==> config.mk <==
export PLATFORM = sky130hd
export DESIGN_NAME = i_cache_fill_ctrl
export DESIGN_NICKNAME = d
export VERILOG_FILES = /design/src/rtl/i_cache_fill_ctrl.sv
export SDC_FILE = /design/constraint.sdc
export NUM_CORES = 1
export LEC_CHECK = 0
export ABC_CLOCK_PERIOD_IN_PS = 3000
export BUFFER_PORTS_ARGS = -buffer_cell sky130_fd_sc_hd__buf_2
export CELL_PAD_IN_SITES_DETAIL_PLACEMENT = 0
export CELL_PAD_IN_SITES_GLOBAL_PLACEMENT = 1
export CORE_AREA = 5 5 159 161
export CTS_CLUSTER_SIZE = 20
export DETAILED_ROUTE_END_ITERATION = 6
export DIE_AREA = 0 0 164 166
export PLACE_DENSITY_LB_ADDON = 0.1
export SYNTH_ARGS = -nofsm -noshare
export SYNTH_HDL_FRONTEND = slang
export SYNTH_SLANG_ARGS = --single-unit
==> constraint.sdc <==
create_clock -name clk -period 3 [get_ports clk]
set_input_delay 0.15 -clock clk [delete_from_list [all_inputs] [get_ports clk]]
set_output_delay 0.15 -clock clk [all_outputs]
set_load 0.005 [all_outputs]
==> src/rtl/i_cache_fill_ctrl.sv <==
// Miss/fill sequencer for the fully associative I-cache: one line fill per miss,
// victim selection (first invalid way, else round-robin) and whole-cache flush.
module i_cache_fill_ctrl #(
  parameter int WAYS_NUM          = 16,
  parameter int CL_WIDTH          = 128,
  parameter int TAG_ADDRESS_WIDTH = 28
) (
  input  logic                         clk,
  input  logic                         rst_n,
  input  logic                         miss_valid,
  input  logic [31:0]                  miss_address,
  input  logic                         flush,
  input  logic [WAYS_NUM-1:0]          way_valid_vec,
  output logic                         mem_req_valid,
  input  logic                         mem_req_ready,
  output logic [31:0]                  mem_req_address,
  input  logic                         mem_rsp_valid,
  input  logic [31:0]                  mem_rsp_address,
  input  logic [CL_WIDTH-1:0]          mem_rsp_data,
  output logic                         fill_we,
  output logic [$clog2(WAYS_NUM)-1:0]  fill_way,
  output logic [TAG_ADDRESS_WIDTH-1:0] fill_tag,
  output logic [CL_WIDTH-1:0]          fill_data,
  output logic                         inv_all,
  output logic                         fill_done,
  output logic                         busy
);
  localparam int WAY_W = $clog2(WAYS_NUM);
  localparam int OFF_W = 32 - TAG_ADDRESS_WIDTH;

  typedef enum logic [2:0] {
    IDLE     = 3'd0,
    REQ      = 3'd1,
    WAIT_RSP = 3'd2,
    FILL     = 3'd3,
    FLUSH    = 3'd4
  } state_t;

  state_t                state_r, state_n;
  logic [31:0]           line_addr_r;
  logic [CL_WIDTH-1:0]   data_r;
  logic [WAY_W-1:0]      rr_ptr_r;
  logic                  flush_pending_r;
  logic                  guard_valid_r;
  logic                  req_valid_r, fill_we_r, inv_all_r, busy_r;
  logic                  accept_s, rsp_match_s, guard_hit_s, any_inv_s;
  logic [WAY_W-1:0]      victim_s;
  logic                  unused_s;

  assign unused_s    = ^{miss_address[OFF_W-1:0], mem_rsp_address[OFF_W-1:0]};
  assign rsp_match_s = mem_rsp_valid && (mem_rsp_address[31:OFF_W] == line_addr_r[31:OFF_W]);
  // The miss seen right after a fill was registered before the array write landed.
  assign guard_hit_s = guard_valid_r && (miss_address[31:OFF_W] == line_addr_r[31:OFF_W]);

  // Victim: lowest-index invalid way, falling back to the round-robin pointer.
  always_comb begin
    victim_s  = rr_ptr_r;
    any_inv_s = 1'b0;
    for (int i = WAYS_NUM - 1; i >= 0; i--) begin
      if (!way_valid_vec[i]) begin
        victim_s  = WAY_W'(i);
        any_inv_s = 1'b1;
      end else begin
        any_inv_s = any_inv_s;
      end
    end
  end

  // Next-state decode; flush takes priority over a miss in IDLE.
  always_comb begin
    state_n  = state_r;
    accept_s = 1'b0;
    case (state_r)
      IDLE: begin
        if (flush || flush_pending_r) begin
          state_n = FLUSH;
        end else if (miss_valid && !guard_hit_s) begin
          state_n  = REQ;
          accept_s = 1'b1;
        end else begin
          state_n = IDLE;
        end
      end
      REQ: begin
        if (mem_req_ready) state_n = WAIT_RSP;
        else               state_n = REQ;
      end
      WAIT_RSP: begin
        if (rsp_match_s) state_n = FILL;
        else             state_n = WAIT_RSP;
      end
      FILL: begin
        if (flush_pending_r || flush) state_n = FLUSH;
        else                          state_n = IDLE;
      end
      FLUSH:   state_n = IDLE;
      default: state_n = IDLE;
    endcase
  end

  // State, datapath and registered output strobes.
  always_ff @(posedge clk or negedge rst_n) begin
    if (!rst_n) begin
      state_r         <= IDLE;
      line_addr_r     <= 32'h0000_0000;
      data_r          <= '0;
      rr_ptr_r        <= '0;
      flush_pending_r <= 1'b0;
      guard_valid_r   <= 1'b0;
      req_valid_r     <= 1'b0;
      fill_we_r       <= 1'b0;
      inv_all_r       <= 1'b0;
      busy_r          <= 1'b0;
    end else begin
      state_r       <= state_n;
      guard_valid_r <= (state_r == FILL) && (state_n == IDLE);
      req_valid_r   <= (state_n == REQ);
      fill_we_r     <= (state_n == FILL);
      inv_all_r     <= (state_n == FLUSH);
      busy_r        <= (state_n != IDLE);
      if (accept_s) begin
        line_addr_r <= {miss_address[31:OFF_W], {OFF_W{1'b0}}};
      end
      if ((state_r == WAIT_RSP) && rsp_match_s) begin
        data_r <= mem_rsp_data;
      end
      if (state_r == FLUSH) begin
        flush_pending_r <= 1'b0;
      end else if (flush && ((state_r == REQ) || (state_r == WAIT_RSP) || (state_r == FILL))) begin
        flush_pending_r <= 1'b1;
      end
      if (state_r == FLUSH) begin
        rr_ptr_r <= '0;
      end else if ((state_r == FILL) && !any_inv_s) begin
        rr_ptr_r <= rr_ptr_r + WAY_W'(1);
      end
    end
  end

  assign mem_req_valid   = req_valid_r;
  assign mem_req_address = line_addr_r;
  assign fill_we         = fill_we_r;
  assign fill_done       = fill_we_r;
  assign fill_way        = fill_we_r ? victim_s : {WAY_W{1'b0}};
  assign fill_tag        = line_addr_r[31:OFF_W];
  assign fill_data       = data_r;
  assign inv_all         = inv_all_r;
  assign busy            = busy_r;
endmodule

== Word level (Yosys, flattened, before mapping) ==
Index checks and enable logic that the tools add are counted.

* Register bits after elaboration: 169
* Input port bits: 214
* Output and inout bits: 197

* Equal/unequal tests: 9
* Reductions and logical operators: 17
* $add $sub $neg: 1
* Multiplexer cells: 46

{| class="wikitable"
|+ Operators by type and width
! kind !! count
|-
| two-way mux 4 bit || 19
|-
| == test 28 bit || 2
|-
| two-way mux 1 bit || 23
|-
| case mux 3 bit (4 select lines) || 1
|-
| == test 3 x 2 -> 1 bit, second input constant || 3
|-
| logical AND 1 bit || 7
|-
| == test 3 x 1 -> 1 bit, second input constant || 2
|-
| == test 3 bit, second input constant || 2
|-
| zero test 3 bit || 2
|-
| two-way mux 3 bit || 2
|-
| adder 4 x 1 -> 4 bit, second input constant || 1
|-
| nonzero test 2 bit || 2
|-
| logical OR 1 bit || 3
|-
| nonzero test 3 bit || 1
|-
| zero test 1 bit || 2
|-
| two-way mux 2 bit || 1
|}

== Longest topological paths before layout ==
Gate-level depths: netlist of run 1.

* Depth in word-level cells: 20
* Depth in mapped cells: 8
* Gate-level depth less buffers: 6

== Worst setup path before layout of run 1 ==
No wires, ideal clock.

* Path type: reg-to-reg
* From: reg line_addr_r[8] (netlist: mem_req_address[8])
* To: reg data_r[46] (netlist: fill_data[46])
* Cell stages (with the launch flop): 9
* Setup slack: 0.967 ns
* Required time: 2.883 ns
* Clock period less this slack: 2.033 ns
* Arrival time: 1.916 ns
* Library setup time: 0.117 ns
* Cells stage by stage: dfrtp_1 > xor2_1 > nor4_1 > nand4_1 > or4_1 > buf_2 > buf_2 > nand2_1 > nand2_1

* Longest elaborated chain between the ends: 3

{| class="wikitable"
|+ Ends and longest elaborated chain
! element !! line !! RTL
|-
| start: declaration || 40 || <nowiki>logic [31:0] line_addr_r;</nowiki>
|-
| start signal: assignment || 122 || <nowiki>line_addr_r <= {miss_address[31:OFF_W], {OFF_W{1'b0}}};</nowiki>
|-
| == test 28 bit || 51 || <nowiki>assign rsp_match_s = mem_rsp_valid && (mem_rsp_address[31:OFF_W] == line_addr_r[31:OFF_W]);</nowiki>
|-
| logical AND 1 bit || 51 ||
|-
| logical AND 1 bit || 124 || <nowiki>if ((state_r == WAIT_RSP) && rsp_match_s) begin</nowiki>
|-
| end signal: assignment || 125 || <nowiki>data_r <= mem_rsp_data;</nowiki>
|-
| end: declaration || 41 || <nowiki>logic [CL_WIDTH-1:0] data_r;</nowiki>
|}

Every way passes these cells.
A chain may end at the register's enable or synchronous reset.

== Worst setup path after layout of run 1 ==
* From: reg line_addr_r[8] (netlist: mem_req_address[8])
* To: reg data_r[66] (netlist: fill_data[66])

Same word-level chain as after synthesis.

==> results of run 1 <==
-- path summary, 6_finish.rpt --
check | startpoint | to | depth (start not counted)
max in group asynchronous | rst_n | fill_data[59]$_DFFE_PN0N_ | 3
min in group clk | way_valid_vec[13] | rr_ptr_r[2]$_DFFE_PN0P_ | 6
worst max-delay path | mem_req_address[8]$_DFFE_PN0P_ | fill_data[66]$_DFFE_PN0N_ | 7
worst min-delay path | rst_n | mem_req_address[25]$_DFFE_PN0P_ | 2
worst min register to register | fill_data[11]$_DFFE_PN0N_ | fill_data[11]$_DFFE_PN0N_ | 2
worst max register to register | mem_req_address[8]$_DFFE_PN0P_ | fill_data[66]$_DFFE_PN0N_ | 7
-- stage by stage --
stage / std cells / area [µm²] / util (%)
6_report: 1652 / 11690 / 49.08
5_1_grt: 1652 / 11690 / 49.08
4_1_cts: 1652 / 11690 / 49.08
3_5_place_dp: 1461 / 9532 / 40.01
3_3_place_gp: 1461 / 9532 / 40.01
2_1_floorplan: 798 / 7420 / -
-- power breakdown --
part           switching [mW]  leakage, nW  internal (mW)
logic                   0.660         4.03          0.976
registers               0.378         2.30           2.51
clock network            1.00        0.273           1.17
total                    2.04         6.60           4.66
-- area by class of cell --
cell class              count  area share [%]
repair buffers            563           31.52
clock inverters            13           1.145
inverters                   5          0.1605
well taps                 324           3.468
multi-input cells         559           23.83
flip-flops and latches    169           36.18
clock buffers              19           3.703
-- cells in the final DEF (no fill, tap or decap), types with 3 or more instances in the layout --
master         Yosys  final
inv_6              0      5
buf_12             0      4
nor2_1            12     12
conb_1             1      4
nand4_1           13     13
inv_1              5      5
mux2_2            28     28
o21ai_0            4      4
nand2_1          390    390
nand3_1            6      6
nor3_1             6      6
xor2_1            19     19
buf_2             26    397
nor2b_1            4      4
dfrtp_1          169    169
nor4_1             6      5
clkbuf_16          0     17
nand2b_1           3      3
xnor2_1           38     38
dlygate4sd3_1      0    159
a21oi_1            5      4
-- sequential cells by signal, summed over array words and instances, names as in the netlist --
signal / cells
inv_all: 1
mem_req_valid: 1
fill_data: 128
rr_ptr_r: 4
fill_done: 1
busy: 1
guard_valid_r: 1
flush_pending_r: 1
mem_req_address: 28
state_r: 3
-- worst max-delay path: cells and delay by family, from the launching register on --
family                 cells  cell delay (ns)
XOR/XNOR                   1             0.19
buffers and inverters      1             0.22
flip-flops                 1             0.45
AND/OR/NAND/NOR            5             1.31
-- kinds of logic (layout without fill, tap and decap cells) --
logic type                 Yosys count  count (layout)  synth area share (%)
AOI/OAI and AO/OA                   18              18                 1.537
adders and majority gates            1               1                0.1689
muxes                               29              29                 4.391
other                                1               4               0.05062
DFF                                169             169                 57.09
and+or+nand+nor                    450             450                 24.37
xor gates and xnor gates            57              57                 6.739
buffers and inverters               70             600                 5.658
-- repair_timing --
item / in CTS / in global routing
resized for setup: 0 / 0
hold endpoints to repair: 213 / 0
hold buffers: 159 / 0
-- per-layer routing --
layer  share of wire [%]  GRT usage [%]  vias to the layer above
met3                 8.5          6.031                       30
met4                 2.5          6.528                        0
met2                  49          30.36                      236
met1                  40          22.07                     3219
met5                   0              0                        -
li1                    -              -                     3498
==> out/metrics.cfg, run 1 <==
[clock_tree]
path_clk_slew_ns = 0.07
numCtsBuffers = 17
numClockSinks = 169
cts-root-buf = clkbuf_16
clk_latency_ns = 0.43
clk_path_buf_depth = 2
cts_tree = done
htree_levels = 4
cts_setup_buffers = 0

[global_routing]
grt_pass1_wl_um = 39360
gr-total-overflow = 0
antenna_found_initial = 0
grtUsageTotal_pct = 18.25
grt_start_max_net_pins = 130
grt_pass1_vias = 7260

[layout]
regArea_mm2 = 0.004229
fin_nets = 1530
n_antenna_cell = 0
drive_above_1_share_pct = 35.17
area_growth_pct = 57.79
multiInputGateArea_mm2 = 0.002785
fillers = 2386

[logic_synthesis]
ys_types = 36
seq_area_frac_synth_pct = 57.08
synth_top_area_cell = dfrtp_1
syn_area_mm2 = 0.007408
synth_cells = 795
syn_area_per_cell_um2 = 9.319
yosysWarningCount = 0
ys_seq_elements = 169
async_reset_ff_share_pct = 100.0
synth_top_area_share_pct = 57.08
synthTopCellsByArea = dfrtp_1 (57%), nand2_1 (20%), xnor2_1 (4.5%)
synthMostInstantiatedCell = nand2_1
synthFlopType = dfrtp_1
synth-edff-count = 0
ys_top_cells_by_count = nand2_1 (390), dfrtp_1 (169), xnor2_1 (38), buf_4 (33), mux2_2 (28)

[timing]
rsz0062_at_grt = false
slew_headroom_pct = 52.40
setup-tns-final_ns = 0
slew_viol_final = 0
hold_viol = 0
fin_skew_ns = 0.01925
max_freq_mhz = 402.8
setup_viol = 0
worst_slack_ns = 0.5176
timing.final.crit_period_ns = 2.482
finalCritPeriodShare_pct = 82.75
worstMarginPinSlew_ns = 0.7139
hold_slack_ns = 0.2224

[worst_setup_path]
worst_path_largest_cell_delay_ns = 0.54
r2r_setup_slack_ns = 0.52
path_cells = xor2_1, nor4_1, nand4_1, or4_4, buf_12, nand2_1, nand2_1
cp.required_ns = 3.31
critPathMostFrequentCell = nand2_1
critPathMaxFanout = 129
cp_data_arrival_time_ns = 2.80
crit_path_end_kind = flop
start_kind = flop
worst-setup-path-type = flop to flop
slowest_stage = or4_4

[route]
detail_route.iter0.violations = 253
avgRoutedWirePerCell_um = 15.16
via_per_inst = 4.227
vias = 6983
final_antenna_net_count = 0
wirelength_um = 25040
drtPass1Iterations = 4
drc_errors = 0

[job]
maxCapViolCount = 0

[power_and_ir_drop]
p_total_mw = 6.700
max-vdd-ir-drop_mv = 0.2821
p_leak_nw = 6.597
power_density_mw_per_mm2 = 573.2

[floorplan]
initial_utilization_pct = 31.10
die_h_um = 166
die_area_mm2 = 0.02722
ioPinCount = 411
rows = 57
die_w_um = 164
core_mm2 = 0.02382

[placement]
place_hpwl_um = 17870
port_buffers = 398
place.gp.congestion = 0.7687
post-place-ws_ns = 0.6155

[outcome]
status = completed

[worst_hold_path]
min_path_type = input pin to asynchronous set/reset pin

(Power assumes the default switching activity.)
==> run 2: changes to the inputs <==
--- a/config.mk
+++ b/config.mk
@@ -5,14 +5,15 @@
 export SDC_FILE = /design/constraint.sdc
 export NUM_CORES = 1
 export LEC_CHECK = 0
-export ABC_CLOCK_PERIOD_IN_PS = 3000
+export ABC_AREA = 1
+export ABC_CLOCK_PERIOD_IN_PS = 2540
 export BUFFER_PORTS_ARGS = -buffer_cell sky130_fd_sc_hd__buf_2
 export CELL_PAD_IN_SITES_DETAIL_PLACEMENT = 0
 export CELL_PAD_IN_SITES_GLOBAL_PLACEMENT = 1
-export CORE_AREA = 5 5 159 161
+export CORE_MARGIN = 5
+export CORE_UTILIZATION = 31
 export CTS_CLUSTER_SIZE = 20
 export DETAILED_ROUTE_END_ITERATION = 6
-export DIE_AREA = 0 0 164 166
 export PLACE_DENSITY_LB_ADDON = 0.1
 export SYNTH_ARGS = -nofsm -noshare
 export SYNTH_HDL_FRONTEND = slang
==> constraint.sdc (replaced) <==
create_clock -name clk -period 2.54 [get_ports clk]
set_input_delay 0.127 -clock clk [delete_from_list [all_inputs] [get_ports clk]]
set_output_delay 0.127 -clock clk [all_outputs]
set_load 0.005 [all_outputs]
==> run 2 against run 1 <==
Die area up 2.4%. Synthesized cell count is 15% higher. Register-to-register slack worse by 0.18 ns. Critical endpoint is now fill_data[108]$_DFFE_PN0N_. Cell area increased by 1.6%. Non-clock buffer count rose by 8. Hold slack worse by 0.060 ns. Largest power group unchanged.
==> out/metrics.cfg, run 2 <==
[outcome]
status = completed

[floorplan]
die_w_um = 167.0  ; +1.8%
initial_utilization_pct = 31.41  ; +0.31 points
rows = 57  ; unchanged
die_area_mm2 = 0.02788  ; +2.4%
die_h_um = 167.0  ; +0.59%
core_mm2 = 0.02432  ; +2.1%
ioPinCount = 411  ; unchanged

[clock_tree]
numClockSinks = 169  ; unchanged
cts-root-buf = clkbuf_16
clk_latency_ns = 0.43  ; about the same
htree_levels = 4  ; unchanged
cts_tree = done
clk_path_buf_depth = 2  ; unchanged
numCtsBuffers = 17  ; unchanged
cts_setup_buffers = 0  ; unchanged
path_clk_slew_ns = 0.07  ; about the same

[placement]
place_hpwl_um = 19580  ; +9.6%
place.gp.congestion = 0.7784  ; +1.3%
placed_area_mm2 = 0.009687  ; +1.6%
port_buffers = 398  ; unchanged

[timing]
hold_viol = 0  ; unchanged
setup_viol = 0  ; unchanged
slew_viol_final = 0  ; unchanged
rsz0062_at_grt = false
setup-tns-final_ns = 0  ; unchanged
worstMarginPinSlew_ns = 0.5885  ; -0.1254 ns
finalCritPeriodShare_pct = 86.63  ; +3.9 points
slew_headroom_pct = 60.76  ; +8.4 points
fin_skew_ns = 0.01526  ; -0.003987 ns
max_freq_mhz = 454.5  ; +13%
timing.final.crit_period_ns = 2.200  ; -0.2821 ns

[global_routing]
antenna_found_initial = 4  ; +4
grtUsageTotal_pct = 18.97  ; +0.72 points
grt_pass1_wl_um = 42410  ; +7.7%
gr-total-overflow = 0  ; unchanged
grt_pass1_vias = 7780  ; +7.2%
grt_start_max_net_pins = 101  ; -22%

[logic_synthesis]
yosysWarningCount = 0  ; unchanged
async_reset_ff_share_pct = 100.0  ; unchanged
ys_seq_elements = 169  ; unchanged
syn_area_per_cell_um2 = 8.339  ; -11%
synthMostInstantiatedCell = nand2_1
synth_top_area_share_pct = 55.36  ; -1.7 points
ys_top_cells_by_count = nand2_1 (477), dfrtp_1 (169), buf_4 (50), inv_1 (38), nor2_1 (37)
syn_area_mm2 = 0.007639  ; +3.1%
synth_cells = 916  ; +15%
synthFlopType = dfrtp_1
synth-edff-count = 0  ; unchanged
synth_top_area_cell = dfrtp_1
seq_area_frac_synth_pct = 55.36  ; -1.7 points
ys_types = 30  ; -17%
synthTopCellsByArea = dfrtp_1 (55%), nand2_1 (23%), buf_4 (4.9%)

[layout]
fillers = 2409  ; +0.96%
final_cell_area_mm2 = 0.01188  ; +1.6%
mostFrequentLayoutCell = nand2_1
largest_reg_flops = 128  ; unchanged
layout_common_cells = nand2_1 (477), buf_2 (397), dfrtp_1 (169)
area_growth_pct = 55.54
fin_nets = 1656  ; +8.2%
drive_above_1_share_pct = 30.88  ; -4.3 points
regArea_mm2 = 0.004229  ; unchanged
multiInputGateArea_mm2 = 0.002730  ; -2.0%

[route]
vias = 7566  ; +8.3%
avgRoutedWirePerCell_um = 15.21  ; +0.31%
drtPass1Iterations = 5  ; +1
wirelength_um = 27100  ; +8.2%
drc_errors = 0  ; unchanged
detail_route.iter0.violations = 344  ; +36%
final_antenna_net_count = 0  ; unchanged
via_per_inst = 4.246  ; +0.44%

[worst_setup_path]
cp.required_ns = 2.90  ; -0.41 ns
crit_path_end_kind = flop
start_kind = flop
cp_data_arrival_time_ns = 2.56  ; -0.24 ns
worst-setup-path-type = flop to flop
critPathMaxFanout = 100  ; -22%

[power_and_ir_drop]
p_leak_nw = 6.949  ; +5.3%
max-vdd-ir-drop_mv = 0.3503  ; +24%
power_density_mw_per_mm2 = 657.3  ; +15%

[worst_hold_path]
min_path_type = input pin to flop

[job]
maxCapViolCount = 0  ; unchanged

run 2: cell count changes after synthesis, sizes merged, moves of 13 or more:
cell	delta
inv	+36
xnor2	-30
nand2	+87
mux2	-28
nand3	+13
nor2	+26
o21ai	+17
run 2: what timing repair did:
action | CTS | global route
endpoints found under the hold margin | 199 | 0
gates resized for setup | 0 | 0
hold buffers | 159 | 0
run 2: cell families (layout without fill, tap and decap cells):
group	count (synthesis)	in the layout	synth area share (%)
adders and majority gates	1	1	0.1638
and+or+nand+nor	555	555	28.27
buffers and inverters	109	644	9.042
DFF	169	169	55.36
other	1	8	0.04909
xor gates and xnor gates	25	25	2.867
AOI/OAI and AO/OA	56	56	4.243
run 2: final cells by class:
cell class | instances | share of cell area, %
timing repair buffer | 571 | 31.62
sequential | 169 | 35.59
clock inverter | 14 | 1.295
multi-input combinational | 641 | 22.98
antenna | 4 | 0.08425
clock buffer | 18 | 3.696
inverter | 41 | 1.316
tap | 324 | 3.412
run 2: routing by layer:
layer  part of all wire [%]  vias to the layer above  track usage, %
li1                       -                     3850               -
met1                     40                     3440           22.13
met2                     50                      246           33.13
met3                    7.6                       30           6.305
met4                    2.3                        0           5.763
met5                      0                        -               0
run 2: metrics by stage:
step	std cells	power (mW)	hold WS, ns	setup slack, ns	utilization [%]
after floorplan	919	4.331	-0.1686	0.8689	-
after global placement	1587	5.036	0.08051	0.3496	39.83
after detailed placement	1587	5.043	0.08024	0.3123	39.83
after CTS	1778	7.933	0.1396	0.2842	48.81
after global routing	1782	8.287	0.1805	0.1700	48.86
final	1782	7.810	0.1623	0.3397	48.86
run 2: where the power goes:
| group | internal (mW) | total (mW) | switching (mW) |
|---|---|---|---|
| combinational | 0.956 | 1.93 | 0.971 |
| clock | 1.42 | 2.65 | 1.22 |
| sequential | 2.94 | 3.23 | 0.291 |
| total | 5.32 | 7.81 | 2.49 |
run 2: final timing paths:
check / start / endpoint / slack [ns] / cells past startpoint
worst max-delay path: mem_req_address[30]$_DFFE_PN0P_ / fill_data[108]$_DFFE_PN0N_ / 0.34 / 9
worst min-delay path: way_valid_vec[0] / rr_ptr_r[2]$_DFFE_PN0P_ / 0.16 / 5
worst max register to register: mem_req_address[30]$_DFFE_PN0P_ / fill_data[108]$_DFFE_PN0N_ / 0.34 / 9
worst min register to register: fill_data[127]$_DFFE_PN0N_ / fill_data[127]$_DFFE_PN0N_ / 0.46 / 2
max in group asynchronous: rst_n / mem_req_address[30]$_DFFE_PN0P_ / 1.58 / 3
min in group asynchronous: rst_n / mem_req_address[9]$_DFFE_PN0P_ / 0.19 / 2
run 2: critical path, stage by stage (launching register included):
cell and delay, ns:
dfrtp_1 0.44, xor2_1 0.19, nor2_1 0.11, nand2_1 0.08
nor2_1 0.15, nand4_1 0.15, nor2_4 0.32, buf_12 0.36
nand2_1 0.11, nand2_1 0.10
